## src/rtl/ram_port_arbiter.sv

```systemverilog
// ram_port_arbiter
// Shares one single-port, byte-wide RAM macro between the two HLS master
// memory lanes of a generated accelerator. Lane requests (oe = read,
// we = write) are serialised with round-robin arbitration. Every access has
// a fixed latency so the timing matches the co-simulation memory model.
//
// Ports
//   clock, reset          rising-edge clock, synchronous active-high reset
//   Mout_oe_ram[1:0]      per-lane read request
//   Mout_we_ram[1:0]      per-lane write request
//   Mout_addr_ram         per-lane address, lane0 in the low ADDR_W bits
//   Mout_Wdata_ram        per-lane write data, lane0 in the low DATA_W bits
//   Mout_data_ram_size    per-lane access size in bits, lane0 = [3:0]
//   M_Rdata_ram           per-lane hold register for the last byte read
//   M_DataRdy[1:0]        per-lane single-cycle completion pulse
//   mem_en, mem_we        RAM strobe and write enable, high only in ISSUE
//   mem_addr              RAM address, with BASE_ADDR already subtracted
//   mem_wdata, mem_wmask  RAM write data and bit-write mask
//   mem_rdata             RAM read data, valid the cycle after a read strobe
//   proto_err             sticky: some lane drove oe and we together
//   oob_err               sticky: some lane addressed outside the window
//
// READ_DELAY must be at least 2 and WRITE_DELAY at least 1.
//
// state  | meaning
// -------+----------------------------------------------------------
// IDLE   | pick a valid lane (round-robin on a tie), latch its request
// ISSUE  | drive the RAM strobe for exactly one cycle
// WAIT   | count out the rest of the fixed latency, capture read data
// DONE   | pulse DataRdy on the granted lane for one cycle

module ram_port_arbiter #(
    parameter int          ADDR_W      = 12,
    parameter int          DATA_W      = 8,
    parameter int unsigned BASE_ADDR   = 0,
    parameter int unsigned MEMSIZE     = 2048,
    parameter int          READ_DELAY  = 2,
    parameter int          WRITE_DELAY = 1
) (
    input  logic                  clock,
    input  logic                  reset,
    input  logic [1:0]            Mout_oe_ram,
    input  logic [1:0]            Mout_we_ram,
    input  logic [2*ADDR_W-1:0]   Mout_addr_ram,
    input  logic [2*DATA_W-1:0]   Mout_Wdata_ram,
    input  logic [7:0]            Mout_data_ram_size,
    output logic [2*DATA_W-1:0]   M_Rdata_ram,
    output logic [1:0]            M_DataRdy,
    output logic                  mem_en,
    output logic                  mem_we,
    output logic [ADDR_W-1:0]     mem_addr,
    output logic [DATA_W-1:0]     mem_wdata,
    output logic [DATA_W-1:0]     mem_wmask,
    input  logic [DATA_W-1:0]     mem_rdata,
    output logic                  proto_err,
    output logic                  oob_err
);

    localparam int MAX_DELAY = (READ_DELAY > WRITE_DELAY) ? READ_DELAY : WRITE_DELAY;
    localparam int CNT_W     = $clog2(MAX_DELAY + 1);

    typedef enum logic [1:0] {
        S_IDLE  = 2'd0,
        S_ISSUE = 2'd1,
        S_WAIT  = 2'd2,
        S_DONE  = 2'd3
    } state_t;

    state_t state, state_nxt;

    logic [1:0]        req;
    logic [1:0]        both;
    logic [1:0]        in_range;
    logic [1:0]        valid;
    logic [ADDR_W-1:0] lane_off   [2];
    logic [DATA_W-1:0] lane_wdata [2];
    logic [DATA_W-1:0] lane_mask  [2];

    logic              grant_en;
    logic              grant_lane;
    logic              last_grant;
    logic              gnt_lane;
    logic              gnt_op;
    logic [ADDR_W-1:0] gnt_addr;
    logic [DATA_W-1:0] gnt_wdata;
    logic [DATA_W-1:0] gnt_mask;
    logic [CNT_W-1:0]  cnt;
    logic [CNT_W-1:0]  cnt_target;
    logic [DATA_W-1:0] rdata_hold [2];

    // Bit b is set when b < size, so size 0 gives an empty mask and any
    // size >= DATA_W saturates to all ones.
    function automatic logic [DATA_W-1:0] size_mask(input logic [3:0] size);
        logic [DATA_W-1:0] m;
        for (int b = 0; b < DATA_W; b++) begin
            m[b] = (b < int'(size));
        end
        return m;
    endfunction

    for (genvar g = 0; g < 2; g++) begin : g_lane
        logic [31:0] off;

        // An address below BASE_ADDR wraps to a huge offset, so one
        // unsigned compare covers both ends of the window.
        assign off           = 32'(Mout_addr_ram[g*ADDR_W +: ADDR_W]) - 32'(BASE_ADDR);
        assign in_range[g]   = (off < 32'(MEMSIZE));
        assign lane_off[g]   = off[ADDR_W-1:0];
        assign lane_wdata[g] = Mout_Wdata_ram[g*DATA_W +: DATA_W];
        assign lane_mask[g]  = size_mask(Mout_data_ram_size[g*4 +: 4]);
        assign req[g]        = Mout_oe_ram[g] | Mout_we_ram[g];
        assign both[g]       = Mout_oe_ram[g] & Mout_we_ram[g];
        assign valid[g]      = (Mout_oe_ram[g] ^ Mout_we_ram[g]) & in_range[g];
    end

    assign cnt_target  = gnt_op ? CNT_W'(WRITE_DELAY - 1) : CNT_W'(READ_DELAY - 1);
    assign M_Rdata_ram = {rdata_hold[1], rdata_hold[0]};

    always_ff @(posedge clock) begin
        if (reset) begin
            state <= S_IDLE;
        end else begin
            state <= state_nxt;
        end
    end

    always_comb begin
        state_nxt  = state;
        grant_en   = 1'b0;
        grant_lane = 1'b0;
        mem_en     = 1'b0;
        mem_we     = 1'b0;
        mem_addr   = '0;
        mem_wdata  = '0;
        mem_wmask  = '0;
        M_DataRdy  = 2'b00;

        case (state)
            S_IDLE: begin
                if (valid != 2'b00) begin
                    grant_en   = 1'b1;
                    // On a tie the lane that did not win last time goes next.
                    grant_lane = (valid == 2'b11) ? ~last_grant : valid[1];
                    state_nxt  = S_ISSUE;
                end
            end
            S_ISSUE: begin
                mem_en    = 1'b1;
                mem_we    = gnt_op;
                mem_addr  = gnt_addr;
                mem_wdata = gnt_wdata;
                mem_wmask = gnt_mask;
                state_nxt = (gnt_op && (WRITE_DELAY == 1)) ? S_DONE : S_WAIT;
            end
            S_WAIT: begin
                if (cnt == cnt_target) begin
                    state_nxt = S_DONE;
                end
            end
            S_DONE: begin
                M_DataRdy = gnt_lane ? 2'b10 : 2'b01;
                state_nxt = S_IDLE;
            end
            default: begin
                state_nxt = S_IDLE;
            end
        endcase
    end

    always_ff @(posedge clock) begin
        if (reset) begin
            last_grant    <= 1'b1;
            gnt_lane      <= 1'b0;
            gnt_op        <= 1'b0;
            gnt_addr      <= '0;
            gnt_wdata     <= '0;
            gnt_mask      <= '0;
            cnt           <= '0;
            rdata_hold[0] <= '0;
            rdata_hold[1] <= '0;
            proto_err     <= 1'b0;
            oob_err       <= 1'b0;
        end else begin
            proto_err <= proto_err | (|both);
            oob_err   <= oob_err | (|(req & ~in_range));

            if (grant_en) begin
                last_grant <= grant_lane;
                gnt_lane   <= grant_lane;
                gnt_op     <= Mout_we_ram[grant_lane];
                gnt_addr   <= lane_off[grant_lane];
                // Reads ignore size and write data; keep them zero so the
                // RAM sees a clean strobe.
                gnt_wdata  <= Mout_we_ram[grant_lane] ? lane_wdata[grant_lane] : '0;
                gnt_mask   <= Mout_we_ram[grant_lane] ? lane_mask[grant_lane] : '0;
            end

            case (state)
                S_ISSUE: cnt <= CNT_W'(1);
                S_WAIT: begin
                    cnt <= cnt + CNT_W'(1);
                    // mem_rdata is valid exactly one cycle after the strobe.
                    if (!gnt_op && (cnt == CNT_W'(1))) begin
                        rdata_hold[gnt_lane] <= mem_rdata;
                    end
                end
                default: ;
            endcase
        end
    end

endmodule

```

## config.mk

```make
export PLATFORM = sky130hd
export DESIGN_NAME = ram_port_arbiter
export DESIGN_NICKNAME = d
export VERILOG_FILES = /design/src/rtl/ram_port_arbiter.sv
export SDC_FILE = /design/constraint.sdc
export NUM_CORES = 1
export LEC_CHECK = 0
export CORE_ASPECT_RATIO = 1.1
export CORE_UTILIZATION = 40
export CTS_CLUSTER_SIZE = 24
export DETAILED_ROUTE_END_ITERATION = 10
export PLACE_DENSITY = 0.78
export SETUP_SLACK_MARGIN = 0.4
export SLEW_MARGIN = 25
export SYNTH_ARGS = -nofsm -noshare
export SYNTH_HDL_FRONTEND = slang
export SYNTH_SLANG_ARGS = --single-unit
```

## constraint.sdc

```tcl
create_clock -name clock -period 3 [get_ports clock]
set_input_delay 0.45 -clock clock [delete_from_list [all_inputs] [get_ports clock]]
set_output_delay 0.45 -clock clock [all_outputs]
set_load 0.01 [all_outputs]
```

==> After elaboration in Yosys (flattened, before gate mapping) <==
Memories as Yosys holds them, arrays and structs flattened.
Index checks and enable logic that the tools add are counted.
{ "word_totals": {"elab_cells": 103, "out_inout_bits": 50, "n_memories": 1, "ff_bits": 37, "ramBits": 16, "latch_bits": 0, "inputBits": 62, "mem_bits_ro": 0} }
{ "op_classes": {"div": 0, "n_reduce_logical": 9, "bitwise": 14, "muxes": 40, "n_addsub": 1, "mul": 0, "n_lt_le_gt_ge": 20, "n_eq_ne": 8, "shifts": 0} }
{ "mem_list": {"columns": ["name", "depth", "width", "rd", "rd_ports_with_merged_regs", "wr", "line", "text"], "rows": [
  ["rdata_hold", 2, 8, 2, 0, 2, "89", "logic [DATA_W-1:0] rdata_hold [2];"]
]} }
{ "ops": {"columns": ["op", "n"], "rows": [
  ["$mux W8", 11],
  ["$mux W12", 4],
  ["$lt A3 B4 Y1 const A", 8],
  ["$lt A12 B12 Y1 const B", 2],
  ["$mux W1", 19],
  ["$lt A1 B4 Y1 const A", 4],
  ["$lt A2 B4 Y1 const A", 4],
  ["$mux W2", 4],
  ["$pmux W2 S4", 1],
  ["$reduce_or A8 Y1", 1],
  ["$eq A2 B2 Y1 const B", 3],
  ["$and A1 B1 Y1", 4],
  ["$eq A2 B1 Y1 const B", 2],
  ["$ne A2 B2 Y1 const B", 2],
  ["$or A1 B1 Y1", 4],
  ["$pmux W2 S2", 1],
  ["$reduce_bool A2 Y1", 2],
  ["$reduce_or A2 Y1", 2],
  ["$add A2 B1 Y2 const B", 1],
  ["$and A2 B2 Y2", 1],
  ["$eq A2 B1 Y1", 1],
  ["$ge A2 B2 Y1 const B", 1],
  ["$logic_not A2 Y1", 1],
  ["$lt A1 B2 Y1 const B", 1],
  ["7 further kinds", 8]
]} }

==> Depth between registers and ports, before layout <==
{ "depth": {"depth_word": 11, "ltp_mapped": 9, "depth_no_buf": 7} }

==> Worst setup path after synthesis <==
No wires, ideal clock.
{ "synth_path": {"path_kind": "in2reg", "from": "input port Mout_oe_ram[1]", "to": "register gnt_addr[1]", "t_required_ps": 2914, "path_slack_ps": 1128, "n_path_buf": 2, "path_stages": 8, "arrival_time_ps": 1786, "setup_ps": 86, "cell_sequence": "inv_1 ha_1 nor2b_1 or2_1 and2_1 buf_2 clkbuf_1 a211oi_1"} }
{ "synth_via": {"elab_chain_len": 10, "word_cells_on_any_way": 13, "classes_between": "eq/ne (1); mux (8); bitwise (3); reduce/logical (1)"} }
{ "synth_rtl": {"columns": ["item", "line", "text"], "rows": [
  ["start, declared", "42", "input logic [1:0] Mout_oe_ram,"],
  ["$xor A1 B1 Y1 (*)", "113", "assign valid[g] = (Mout_oe_ram[g] ^ Mout_we_ram[g]) & in_range[g];"],
  ["$and A1 B1 Y1 (*)", "113", null],
  ["$eq A2 B2 Y1", "143", "grant_lane = (valid == 2'b11) ? ~last_grant : valid[1];"],
  ["$mux W1", "143", null],
  ["$mux W1", "140", "if (valid != 2'b00) begin"],
  ["$mux W1", "138", "case (state)"],
  ["$not A1 Y2 (not written as such)", "191", "gnt_addr <= lane_off[grant_lane];"],
  ["$mux W12 (not written as such) (3 in a row)", "191", null],
  ["end signal, assigned", "191", null],
  ["end, declared", "84", "logic [ADDR_W-1:0] gnt_addr;"]
]} }
Every way passes the cells marked *; elsewhere a longest branch is shown, timed or not. The select of a mux whose other input is x is not followed.
A chain may end at the register's enable or synchronous reset.

==> Final worst setup path <==
{ "layout_path": {"from": "register state[1]", "to": "output port mem_we"} }
{ "layout_via": {"elab_chain_len": 2} }
{ "layout_rtl": {"columns": ["item", "line", "text"], "rows": [
  ["start, declared", "69", "state_t state, state_nxt;"],
  ["start signal, assigned", "123", "state <= state_nxt;"],
  ["$eq A2 B1 Y1", "138", null],
  ["$mux W1", "138", null],
  ["end, declared", "50", "output logic mem_we,"]
]} }
Every way passes these cells.

==> flow_summary.toml <==
[timing]
finClkSkew_ns = 0.004389
fmax_mhz = 416.0
finalSetupViolations = 0
slew-limit-headroom_pct = 73.25
tightest_slew_ns = 0.4012
fin_crit_sh_pct = 80.13
hold_violations = 0
drv_slew = 0
rsz0062_at_grt = "false"
finalSetupTns_ns = 0
post-route-min-period_ns = 2.404
worst_slack_ns = 0.5962

[cts]
cts_num_sinks = 53
tritoncts = "done"
cts.path.max_buffers = 2
htreeDepth = 2
cts_setup_buffers = 0
numCtsBuffers = 5
cts-hold-fix-buffers = 0
root_buffer = "clkbuf_8"
clk_latency_ns = 0.30
path_clk_slew_ns = 0.09

[setup_path]
crit_buf_inv = 3
critical_path_required_ns = 2.55
cpPeakStageDelay_ns = 0.54
start_kind = "register"
slowest_stage = "clkdlybuf4s50_1"
critPathArrivalTime_ns = 1.95
rr_startpoint = "state[0]$_SDFFE_PP0P_"
crit_start = "state[1]$_SDFFE_PP0P_"
worst_setup_path_end_kind = "output pin"
crit_chain = "inv_1, ha_4, buf_6, and2_1, clkdlybuf4s50_1"
cp_top_family = "buffers and inverters"
crit_type = "reg2out"
crit_fanout = 21

[floorplanning]
die_h_um = 87.57
die_area_um2 = 6987
rows = 30
coreArea_um2 = 6306
initial_core_util_pct = 42.22
fp.dieW_um = 79.79
num_io_pins = 112

[route]
postRouteAntennaNets = 0
drt_iter0_drc = 68
viasPerCell = 4.927
wl_um = 6136
route.detailed.drc = 0
first_pass_iters = 4
wl_per_cell_um = 13.20
num_vias = 2291

[final_layout]
finalNetCount = 456
final_cell_mix = "111 x clkdlybuf4s50_1, 47 x and2_1, 37 x dfxtp_1"
area_growth_pct = 50.05
n_antenna_cell = 0
postLayoutCellArea_um2 = 3995
mostFrequentLayoutCell = "clkdlybuf4s50_1"
drive_gt1_share_pct = 5.195

[placement]
place_area_um2 = 3869
place.gp.congestion = 0.8982
portBuffers = 111
hpwl_um = 4653
dp_slack_ns = 0.4457

[yosys]
yosys_warnings = 0
synth_cell_type_count = 39
synth_area_um2 = 2663
synthCells = 273
ys_seq_elements = 53
synth_fp_nets = 345
post_synth.cell_area_avg_um2 = 9.753
dominantRegCellSynth = "dfxtp_1"
synth_edf_count = 16
ys_seq_area_share_pct = 45.86
async_flop_share_pct = 0

[worst_hold_path]
min_from = "gnt_mask[5]$_SDFFE_PP0P_"
min-delay-path-class = "reg2reg"

[global_route]
globalRoute.totalOverflow = 0
grt_pass1_wl_um = 9949
grtUsageTotal_pct = 18.32
grt_max_degree = 40
grt_pass1_vias = 2221
antenna_found_initial = 0

[run]
maxCapViolations = 0

[outcome]
status = "completed"

[power_and_ir_drop]
p_leak_nw = 1.636
pwr_density_cell_nw_per_um2 = 571.5
vdd.ir_drop.worst_mv = 0.3982
## final cells by class
type / count / area (um2)
Inverter: 12 / 45.04
Timing Repair Buffer: 119 / 1175
Multi-Input combinational cell: 193 / 1344
Sequential cell: 53 / 1221
Clock inverter: 3 / 41.29
Fill cell: 520 / 2311
Tap cell: 80 / 100.1
Clock buffer: 5 / 68.82
## worst paths after layout
path | to | slack, ns | cells past startpoint
setup reg to reg | gnt_mask[1]$_SDFFE_PP0P_ | 0.90 | 7
setup / recovery | mem_we | 0.60 | 5
hold / removal | gnt_mask[5]$_SDFFE_PP0P_ | 0.46 | 2
hold reg to reg | gnt_mask[5]$_SDFFE_PP0P_ | 0.46 | 2
## cell families (layout without fill, tap and decap cells)
group	Yosys count	count (layout)	share of synthesized area, %
simple gates	107	107	21.95
compound gates	53	53	14.57
flops	53	53	45.86
buf+inv	27	139	4.135
mux	22	22	8.458
fa+ha+maj	10	10	4.699
xor+xnor	1	1	0.3290
## worst reg2reg max path, cell delays in order, from the launching register on
cell     delay, ns
dfxtp_1       0.45
inv_1         0.13
ha_1          0.29
and3b_1       0.23
nand2_4       0.14
mux2_4        0.40
a211o_1       0.25
a21oi_1       0.15
## synthesized netlist by cell type (4+ instances only)
library cell	instances	share of area, %
and2_1	47	11
dfxtp_1	37	28
nor2_1	27	3.8
mux2i_1	21	7.9
edfxtp_1	16	18
a211oi_1	13	3.7
inv_1	12	1.7
a21oi_1	10	1.9
ha_1	10	4.7
nand2_1	10	1.4
a2bb2oi_1	9	3.0
clkbuf_1	8	1.1
buf_2	7	1.3
nor2b_1	4	0.94
nor3_1	4	0.75
## per-stage QoR
step	cells	total power [W]	hold slack, ns	util, %
after floorplan	273	0.001478	0.4273	-
after global placement	457	0.001792	0.4438	61.35
after detailed placement	457	0.001820	0.4469	61.35
after CTS	465	0.002294	0.4622	63.13
after global routing	465	0.002445	0.4883	63.35
final	465	0.002283	0.4604	63.35
## per-layer routing
metal	global-route usage, %	vias up	part of all wire [%]
met3	3.750	8	5.7
met2	32.79	78	51
li1	-	1178	-
met1	21.58	1027	42
met5	0	-	0
met4	6.818	0	1.7
## power breakdown
part	switching (W)	leakage [nW]	internal [W]	total, W
sequential	0.0000722	0.469	0.000861	0.000933
combinational	0.000435	1.12	0.000448	0.000883
clock	0.000221	0.0518	0.000246	0.000467
total	0.000728	1.64	0.00155	0.00228
## sequential cells by signal, summed over array words and instances, names as in the netlist
register,cells
proto_err,1
gnt_mask,8
gnt_wdata,8
rdata_hold,16
last_grant,1
gnt_lane,1
state,2
gnt_addr,12
cnt,2
oob_err,1
gnt_op,1
## repair_timing
| action | CTS | global route |
|---|---|---|
| gates cloned | 0 | 0 |
| endpoints found under the hold margin | 0 | 0 |
| resized for setup | 1 | 2 |
| endpoints found under the setup margin | 21 | 16 |
(Power assumes the default switching activity.)
